[config.mk]
export PLATFORM = sky130hd
export DESIGN_NAME = voq_request_gen
export DESIGN_NICKNAME = d
export VERILOG_FILES = /design/src/rtl/voq_request_gen.sv
export SDC_FILE = /design/constraint.sdc
export NUM_CORES = 1
export LEC_CHECK = 0
export BUFFER_PORTS_ARGS = -buffer_cell sky130_fd_sc_hd__buf_2
export CORE_UTILIZATION = 27
export DETAILED_ROUTE_END_ITERATION = 10
export GPL_ROUTABILITY_DRIVEN = 0
export PLACE_DENSITY = 0.43
export SLEW_MARGIN = 20
export SYNTH_ARGS = -nofsm -noshare
export SYNTH_HDL_FRONTEND = slang
export SYNTH_SLANG_ARGS = --single-unit
[constraint.sdc]
create_clock -name clk -period 3.7 [get_ports clk]
set_input_delay 0.925 -clock clk [delete_from_list [all_inputs] [get_ports clk]]
set_output_delay 0.925 -clock clk [all_outputs]
set_load 0.01 [all_outputs]
[src/rtl/voq_request_gen.sv]
// VOQ occupancy tracker and request generator feeding the crossbar scheduler.
// One counter per (input, output) pair; runs snapshot -> schedule -> sample -> dequeue rounds.
module voq_request_gen #(
  parameter int N            = 4,
  parameter int CW           = 4,
  parameter int SCHED_CYCLES = 5,
  parameter int PW           = (N > 1) ? $clog2(N) : 1
) (
  input  logic                   clk,
  input  logic                   reset,
  input  logic [N-1:0]           arr_valid,
  input  logic [N-1:0][PW-1:0]   arr_dest,
  output logic [N-1:0]           arr_ready,
  output logic [N-1:0][N-1:0]    req_out,
  output logic                   sched_start,
  input  logic [N-1:0][N-1:0]    sched_decision,
  output logic [N-1:0]           deq_valid,
  output logic [N-1:0][PW-1:0]   deq_port,
  output logic                   busy,
  output logic                   err_grant
);

  localparam int             WW    = $clog2(SCHED_CYCLES + 1);
  localparam logic [CW-1:0]  CMAX  = '1;
  localparam logic [CW-1:0]  C_ONE = CW'(1);
  localparam logic [WW-1:0]  WLOAD = WW'(SCHED_CYCLES - 1);
  localparam logic [WW-1:0]  W_ONE = WW'(1);

  typedef enum logic [2:0] {S_IDLE, S_START, S_WAIT, S_SAMPLE, S_APPLY} state_e;

  state_e                       state_q, state_d;
  logic [WW-1:0]                wcnt_q, wcnt_d;
  logic [N-1:0][N-1:0][CW-1:0]  cnt_q, cnt_d;
  logic [N-1:0][N-1:0]          nz, req_q, req_d, dec_q, dec_d;
  logic                         start_q, start_d, err_q, err_d;
  logic [N-1:0]                 deqv_q, deqv_d, acc, apply_v, bad_v, multi;
  logic [N-1:0][PW-1:0]         deqp_q, deqp_d, apply_p;

  genvar gi, gj;
  generate
    for (gi = 0; gi < N; gi++) begin : g_row
      assign arr_ready[gi] = (cnt_q[gi][arr_dest[gi]] != CMAX);
      for (gj = 0; gj < N; gj++) begin : g_col
        assign nz[gi][gj] = (cnt_q[gi][gj] != '0);
      end
    end
  endgenerate

  assign acc = arr_valid & arr_ready;

  // Lowest set bit of each latched decision row wins; an empty VOQ is flagged, not dequeued.
  always_comb begin
    apply_p = '0;
    apply_v = '0;
    bad_v   = '0;
    multi   = '0;
    for (int i = 0; i < N; i++) begin
      multi[i] = ($countones(sched_decision[i]) > 1);
      for (int j = N - 1; j >= 0; j--)
        if (dec_q[i][j]) apply_p[i] = PW'(j);
      if (state_q == S_APPLY && (|dec_q[i])) begin
        if (cnt_q[i][apply_p[i]] != '0) apply_v[i] = 1'b1;
        else                            bad_v[i]   = 1'b1;
      end
    end
  end

  always_comb begin
    cnt_d = cnt_q;
    for (int i = 0; i < N; i++)
      for (int j = 0; j < N; j++) begin
        if (acc[i] && arr_dest[i] == PW'(j) && !(apply_v[i] && apply_p[i] == PW'(j)))
          cnt_d[i][j] = cnt_q[i][j] + C_ONE;
        else if (!(acc[i] && arr_dest[i] == PW'(j)) && apply_v[i] && apply_p[i] == PW'(j))
          cnt_d[i][j] = cnt_q[i][j] - C_ONE;
      end
  end

  always_comb begin
    state_d = state_q;
    wcnt_d  = wcnt_q;
    req_d   = req_q;
    dec_d   = dec_q;
    start_d = 1'b0;
    deqv_d  = '0;
    deqp_d  = '0;
    err_d   = err_q;
    case (state_q)
      S_IDLE: if (|nz) begin
        req_d   = nz;
        start_d = 1'b1;
        state_d = S_START;
      end
      S_START: begin
        wcnt_d  = WLOAD;
        state_d = S_WAIT;
      end
      S_WAIT: begin
        wcnt_d = wcnt_q - W_ONE;
        if (wcnt_q == W_ONE) state_d = S_SAMPLE;
      end
      S_SAMPLE: begin
        dec_d   = sched_decision;
        if (|multi) err_d = 1'b1;
        state_d = S_APPLY;
      end
      S_APPLY: begin
        deqv_d = apply_v;
        for (int i = 0; i < N; i++)
          if (apply_v[i]) deqp_d[i] = apply_p[i];
        if (|bad_v) err_d = 1'b1;
        dec_d   = '0;
        state_d = S_IDLE;
      end
      default: state_d = S_IDLE;
    endcase
  end

  always_ff @(posedge clk or negedge reset) begin
    if (!reset) begin
      state_q <= S_IDLE;
      wcnt_q  <= '0;
      cnt_q   <= '0;
      req_q   <= '0;
      dec_q   <= '0;
      start_q <= 1'b0;
      deqv_q  <= '0;
      deqp_q  <= '0;
      err_q   <= 1'b0;
    end else begin
      state_q <= state_d;
      wcnt_q  <= wcnt_d;
      cnt_q   <= cnt_d;
      req_q   <= req_d;
      dec_q   <= dec_d;
      start_q <= start_d;
      deqv_q  <= deqv_d;
      deqp_q  <= deqp_d;
      err_q   <= err_d;
    end
  end

  assign req_out     = req_q;
  assign sched_start = start_q;
  assign deq_valid   = deqv_q;
  assign deq_port    = deqp_q;
  assign busy        = (state_q != S_IDLE);
  assign err_grant   = err_q;

endmodule

==> flow_summary.ini, run 1 <==
[place]
dpl.hpwl_um = 13800
portBuffers = 64
place_area_um2 = 7950
dp.cells = 1095

[detailed_routing]
dr_wl_met2_um = 8020
met1Wirelength_um = 9480
wl_per_cell_um = 16.4
ant_nets = 0
met3WireLength_um = 700
routed_wl_um = 18500
firstDrtPassIters = 8
viasPerCell = 4.86
drc = 20
highest_layer = met4
vias = 5478
drt_first_iter_violations = 266

[run]
maxCapViolCount = 0

[worst_setup_path]
critPathRequiredTime_ns = 4.05
start_kind = register
end_kind = register
critPathMaxFanout = 10
r2r_start = dec_q[4]
crit_top_cell = a21o_1
cp_slowest_cell = or4b_1
crit_chain = or4b_1 -> o22ai_1 -> a211oi_2 -> o21ai_0 -> ha_1 -> a21o_1 -> a21o_1 -> or4_1 -> o211a_1 -> a21oi_1
worst-r2r-setup-slack_ns = 0.44
crit_type = register to register
max_stage_delay_ns = 0.60
cp.arrival_ns = 3.60
critPathTopFamily = compound AO/OA/AOI/OAI gates
r2r_cells = 10
critPathBufInv = 0
regToRegEndpoint = cnt_q[23]

[power]
leakage_uw = 0.00352
power_frac_seq_pct = 40.1
power.share.clock_pct = 29.1
p_comb_share_pct = 30.7
total_power_uw = 5830
powerDensity_nw_per_um2 = 681
p_int_uw = 3700
vdd_drop_max_mv = 0.319
power_switching_share_pct = 36.6
netSwitchingPower_uw = 2130

[logic_synthesis]
synth-edff-count = 0
synth_nets = 790
synth_common_cells = dfrtp_1, nor2_1, a21oi_1
synth_warnings = 0
synthTopCellsByArea = dfrtp_1, ha_1, fa_1
yosysTopAreaCell = dfrtp_1
syn_inst = 706
yosysUniqueCellTypes = 67
ys_seq_area_share_pct = 40.3
avgSynthCellArea_um2 = 10.2
synth_top_area_share_pct = 40.3
synth_most_common_cell = dfrtp_1
synth-seq-cells = 116
async_flop_share_pct = 100
ys.flop_type = dfrtp_1
synth_area_um2 = 7200

[clock_network]
cts_sinks = 116
cts_tree = done
ctsHoldBuffers = 0
insertion_delay_ns = 0.42
htree_levels = 4
max-clock-path-buffers = 2
cts_setup_buffers = 0
clk_pin_slew_worst_paths_ns = 0.06
cts_made_buffers = 17
cts-root-buf = clkbuf_16
cts.repair.resized = 0

[cells_and_area]
num-nets-final = 863
drive_gt1_share_pct = 19.2
final_cell_area_um2 = 8560
fin_cells = 1128
area_growth_pct = 18.9

[sta]
timing.hold.ws_ns = 0.517
worst_pin_slew_ns = 0.880
finalCriticalPeriod_ns = 3.26
setup_viol = 0
worst_slew_margin_rel_pct = 40.8
drv_slew = 0
fin_skew_ns = 0.00816
fmax_mhz = 307
finalHoldViolCount = 0
period_share_pct = 88.0
finalSetupTns_ns = 0
rsz0062_at_grt = no

[grt]
overflow = 0
grt_pass1_vias = 5456
grt_max_degree = 54
track_usage_pct = 14.5
grt_pass1_wl_um = 29900
antenna_found_initial = 1

[floorplanning]
num_rows = 59
initial_core_util_pct = 27.5
die_x_um = 165
die_h_um = 165
dieArea_um2 = 27300
ioPinCount = 65
core_area_um2 = 26100

[worst_hold_path]
worstHoldPathType = input pin to asynchronous set/reset pin

[outcome]
status = finished, violations left
failed_checks = design-rule violations
-- cell families (layout without fill, tap and decap cells) --
kind of cell,count (synthesis),after routing,synth area share [%]
simple gates,228,228,17.0
compound gates,154,154,14.4
flops,116,116,40.3
xor+xnor,59,59,7.28
fa+ha+maj,54,54,11.5
buf+inv,54,140,3.02
mux,41,41,6.41
other cells,0,1,0
-- worst max path at each step --
stage                    start         to  depth (start not counted)
detailed placement    dec_q[4]  cnt_q[23]                         10
global placement      dec_q[4]  cnt_q[23]                         10
finish                dec_q[4]  cnt_q[23]                         10
CTS                   dec_q[4]  cnt_q[23]                         10
global route          dec_q[4]  cnt_q[23]                         10
floorplan           state_q[0]  cnt_q[23]                         11
-- per-layer routing --
| metal | vias up | GRT usage, % |
|---|---|---|
| li1 | 2724 | - |
| met1 | 2645 | 20.7 |
| met2 | 96 | 21.5 |
| met3 | 13 | 3.52 |
| met4 | 0 | 4.30 |
| met5 | - | 0 |
-- cell type report --
type,instances,area (um2)
Antenna cell,1,2.50
Clock buffer,21,480
Clock inverter,11,126
Fill cell,2725,17600
Inverter,33,124
Multi-Input combinational cell,536,4080
Sequential cell,116,2900
Tap cell,335,419
Timing Repair Buffer,75,418
-- worst register-to-register path, delay by kind of cell, from the launching register on --
kind | cells | cell delay, ns
AND/OR/NAND/NOR | 2 | 1.02
adder cells (fa/ha/maj) | 1 | 0.32
flip-flops | 1 | 0.48
AO/OA/AOI/OAI | 7 | 1.37
-- layout by cell type, fill, tap and decap left out, types with 3 or more instances in the layout --
cell type	count
nand2_1	33
nor2b_1	14
o21ai_0	19
nand2b_1	8
o211a_1	3
dfrtp_1	116
buf_4	11
a22o_1	16
nand3_1	11
and4_1	4
nor2_1	55
o22ai_1	4
nand4_1	20
inv_1	33
clkbuf_16	17
a21o_1	18
or3_1	9
o31ai_1	3
mux2_2	27
a211oi_1	5
clkinvlp_4	7
o21bai_1	3
a21oi_1	51
mux2i_1	12
ha_1	34
or2_2	3
fa_1	20
o221ai_1	3
and3_1	5
buf_2	63
xor2_1	23
nor4_1	21
nor3b_1	7
nor3_1	18
clkbuf_8	4
and2_1	5
xnor2_1	35
or3b_2	3
nand4b_1	3
-- power groups by stage --
stage | Sequential (uW) | Clock, uW | Combinational (uW)
5_1_grt | 2440 | 1800 | 2090
3_3_place_gp | 2370 | 0 | 1790
6_report | 2340 | 1700 | 1790
3_5_place_dp | 2360 | 0 | 1810
2_1_floorplan | 2190 | 0 | 1380
4_1_cts | 2350 | 1750 | 1820
-- per-stage QoR --
stage	util, %	setup slack [ns]
3_3_place_gp	30.4	0.500
6_report	32.7	0.442
2_1_floorplan	-	0.639
5_1_grt	32.7	0.271
4_1_cts	32.7	0.440
3_5_place_dp	30.4	0.477
-- state kept, by name, summed over array words and instances (netlist names) --
| register | cells |
|---|---|
| req_out | 16 |
| deq_valid | 4 |
| wcnt_q | 3 |
| sched_start | 1 |
| cnt_q | 64 |
| state_q | 3 |
| err_grant | 1 |
| deq_port | 8 |
| dec_q | 16 |
Power figures use the tool's default switching activity.
==> run 2, diff against run 1 <==
- PLACE_DENSITY: 0.43 -> 0.45
==> run 2 against run 1 <==
Against the previous run:
- the flow still finishes with violations (design-rule violations)
- sequential power hardly changed
- die area stayed put
- clock-buffer cell count grew 5
- critical path type unchanged
- worst hold slack got worse by 0.10 ns
- worst setup slack got worse by 0.10 ns
- register-to-register slack lost 0.10 ns
- combinational power is essentially flat
==> flow_summary.ini, run 2 (synthesis results as in run 1) <==
[run]
maxCapViolCount = 0

[outcome]
status = finished, violations left
failed_checks = design-rule violations

[place]
portBuffers = 64
dpl.hpwl_um = 13700
place_area_um2 = 7950

[worst_hold_path]
worstHoldPathType = input pin to asynchronous set/reset pin

[sta]
worst_slew_margin_rel_pct = 38.5
finalCriticalPeriod_ns = 3.36
timing.hold.ws_ns = 0.415
setup_viol = 0
fin_skew_ns = 0.0171
worst_pin_slew_ns = 0.914
finalSetupTns_ns = 0
fmax_mhz = 298
finalHoldViolCount = 0
rsz0062_at_grt = no
period_share_pct = 90.8
drv_slew = 0

[grt]
grt_pass1_wl_um = 29400
grtUsageMet3_pct = 3.92
track_usage_pct = 14.4
grt_pass1_vias = 5296
grt.busiest_layer = met2
overflow = 0
antenna_found_initial = 1
grt_max_degree = 92
grt_use_met2_pct = 21.1
grt_util_met1_pct = 20.2

[worst_setup_path]
worst-r2r-setup-slack_ns = 0.34
crit_chain = or3b_2 -> or2_2 -> o21ai_0 -> ha_1 -> a21o_1 -> a21o_1 -> or4_1 -> o211a_1 -> a21oi_1
critPathMaxFanout = 13
start_kind = register
critPathRequiredTime_ns = 4.05
crit_top_cell = a21o_1
r2r_start = state_q[1]
cp.arrival_ns = 3.71
crit_type = register to register
regToRegEndpoint = cnt_q[23]
cp.depth = 9
cp_slowest_cell = or3b_2
critPathBufInv = 0
critPathTopFamily = simple AND/OR/NAND/NOR gates
r2r_cells = 9
max_stage_delay_ns = 0.68
end_kind = register

[floorplanning]
core_area_um2 = 26100
die_h_um = 165
dieArea_um2 = 27300
num_rows = 59
die_x_um = 165
initial_core_util_pct = 27.5
ioPinCount = 65

[clock_network]
cts_sinks = 116
cts_tree = done
ctsHoldBuffers = 0
cts_setup_buffers = 0
max-clock-path-buffers = 2
cts-root-buf = clkbuf_16
cts.repair.resized = 0
clk_pin_slew_worst_paths_ns = 0.06
insertion_delay_ns = 0.43
htree_levels = 4
cts_made_buffers = 17

[detailed_routing]
ant_nets = 0
viasPerCell = 4.87
routed_wl_um = 18300
firstDrtPassIters = 8
drc = 20
vias = 5486
wl_per_cell_um = 16.3
drt_first_iter_violations = 352

[cells_and_area]
drive_gt1_share_pct = 18.4
layout_common_cells = dfrtp_1, buf_2, nor2_1
final_cell_area_um2 = 8530
layout_commonest_cell = dfrtp_1
area_growth_pct = 18.6
largest_reg_flops = 64
regMostFlops = cnt_q
final_util_pct = 32.7
num-nets-final = 863

[power]
vdd_drop_max_mv = 0.247
leakage_uw = 0.00353
powerDensity_nw_per_um2 = 677
run 2: final cells by class:
cell class                      instances  area [um2]
Fill cell                            2705       17600
Multi-Input combinational cell        536        4090
Sequential cell                       116        2900
Clock buffer                           26         509
Tap cell                              335         419
Timing Repair Buffer                   75         418
Inverter                               33         124
Clock inverter                          4        70.1
Antenna cell                            1        2.50
run 2: stage by stage:
step | cells | setup WS [ns] | power (uW)
3_3_place_gp | 1095 | 0.405 | 4150
3_5_place_dp | 1095 | 0.364 | 4160
2_1_floorplan | 706 | 0.639 | 3570
4_1_cts | 1125 | 0.353 | 5850
6_report | 1126 | 0.340 | 5780
5_1_grt | 1125 | 0.141 | 6240
run 2: layer usage:
metal	part of all wire [%]	wire length (um)	vias up
met5	0	0	-
met4	1.4	254	0
met3	4.6	837	16
met2	44	8000	102
met1	50	9240	2659
li1	-	-	2709
run 2: power breakdown:
group	switching, uW	internal, uW	total (uW)
Sequential	659	1670	2330
Combinational	829	960	1790
Clock	586	1070	1660
run 2: worst max-delay path by stage:
stage	from	end	slack [ns]
after floorplan	state_q[0]	cnt_q[23]	0.64
after global placement	state_q[1]	cnt_q[23]	0.41
after detailed placement	state_q[1]	cnt_q[23]	0.36
after CTS	state_q[1]	cnt_q[23]	0.35
after global routing	dec_q[0]	cnt_q[11]	0.14
final	state_q[1]	cnt_q[23]	0.34
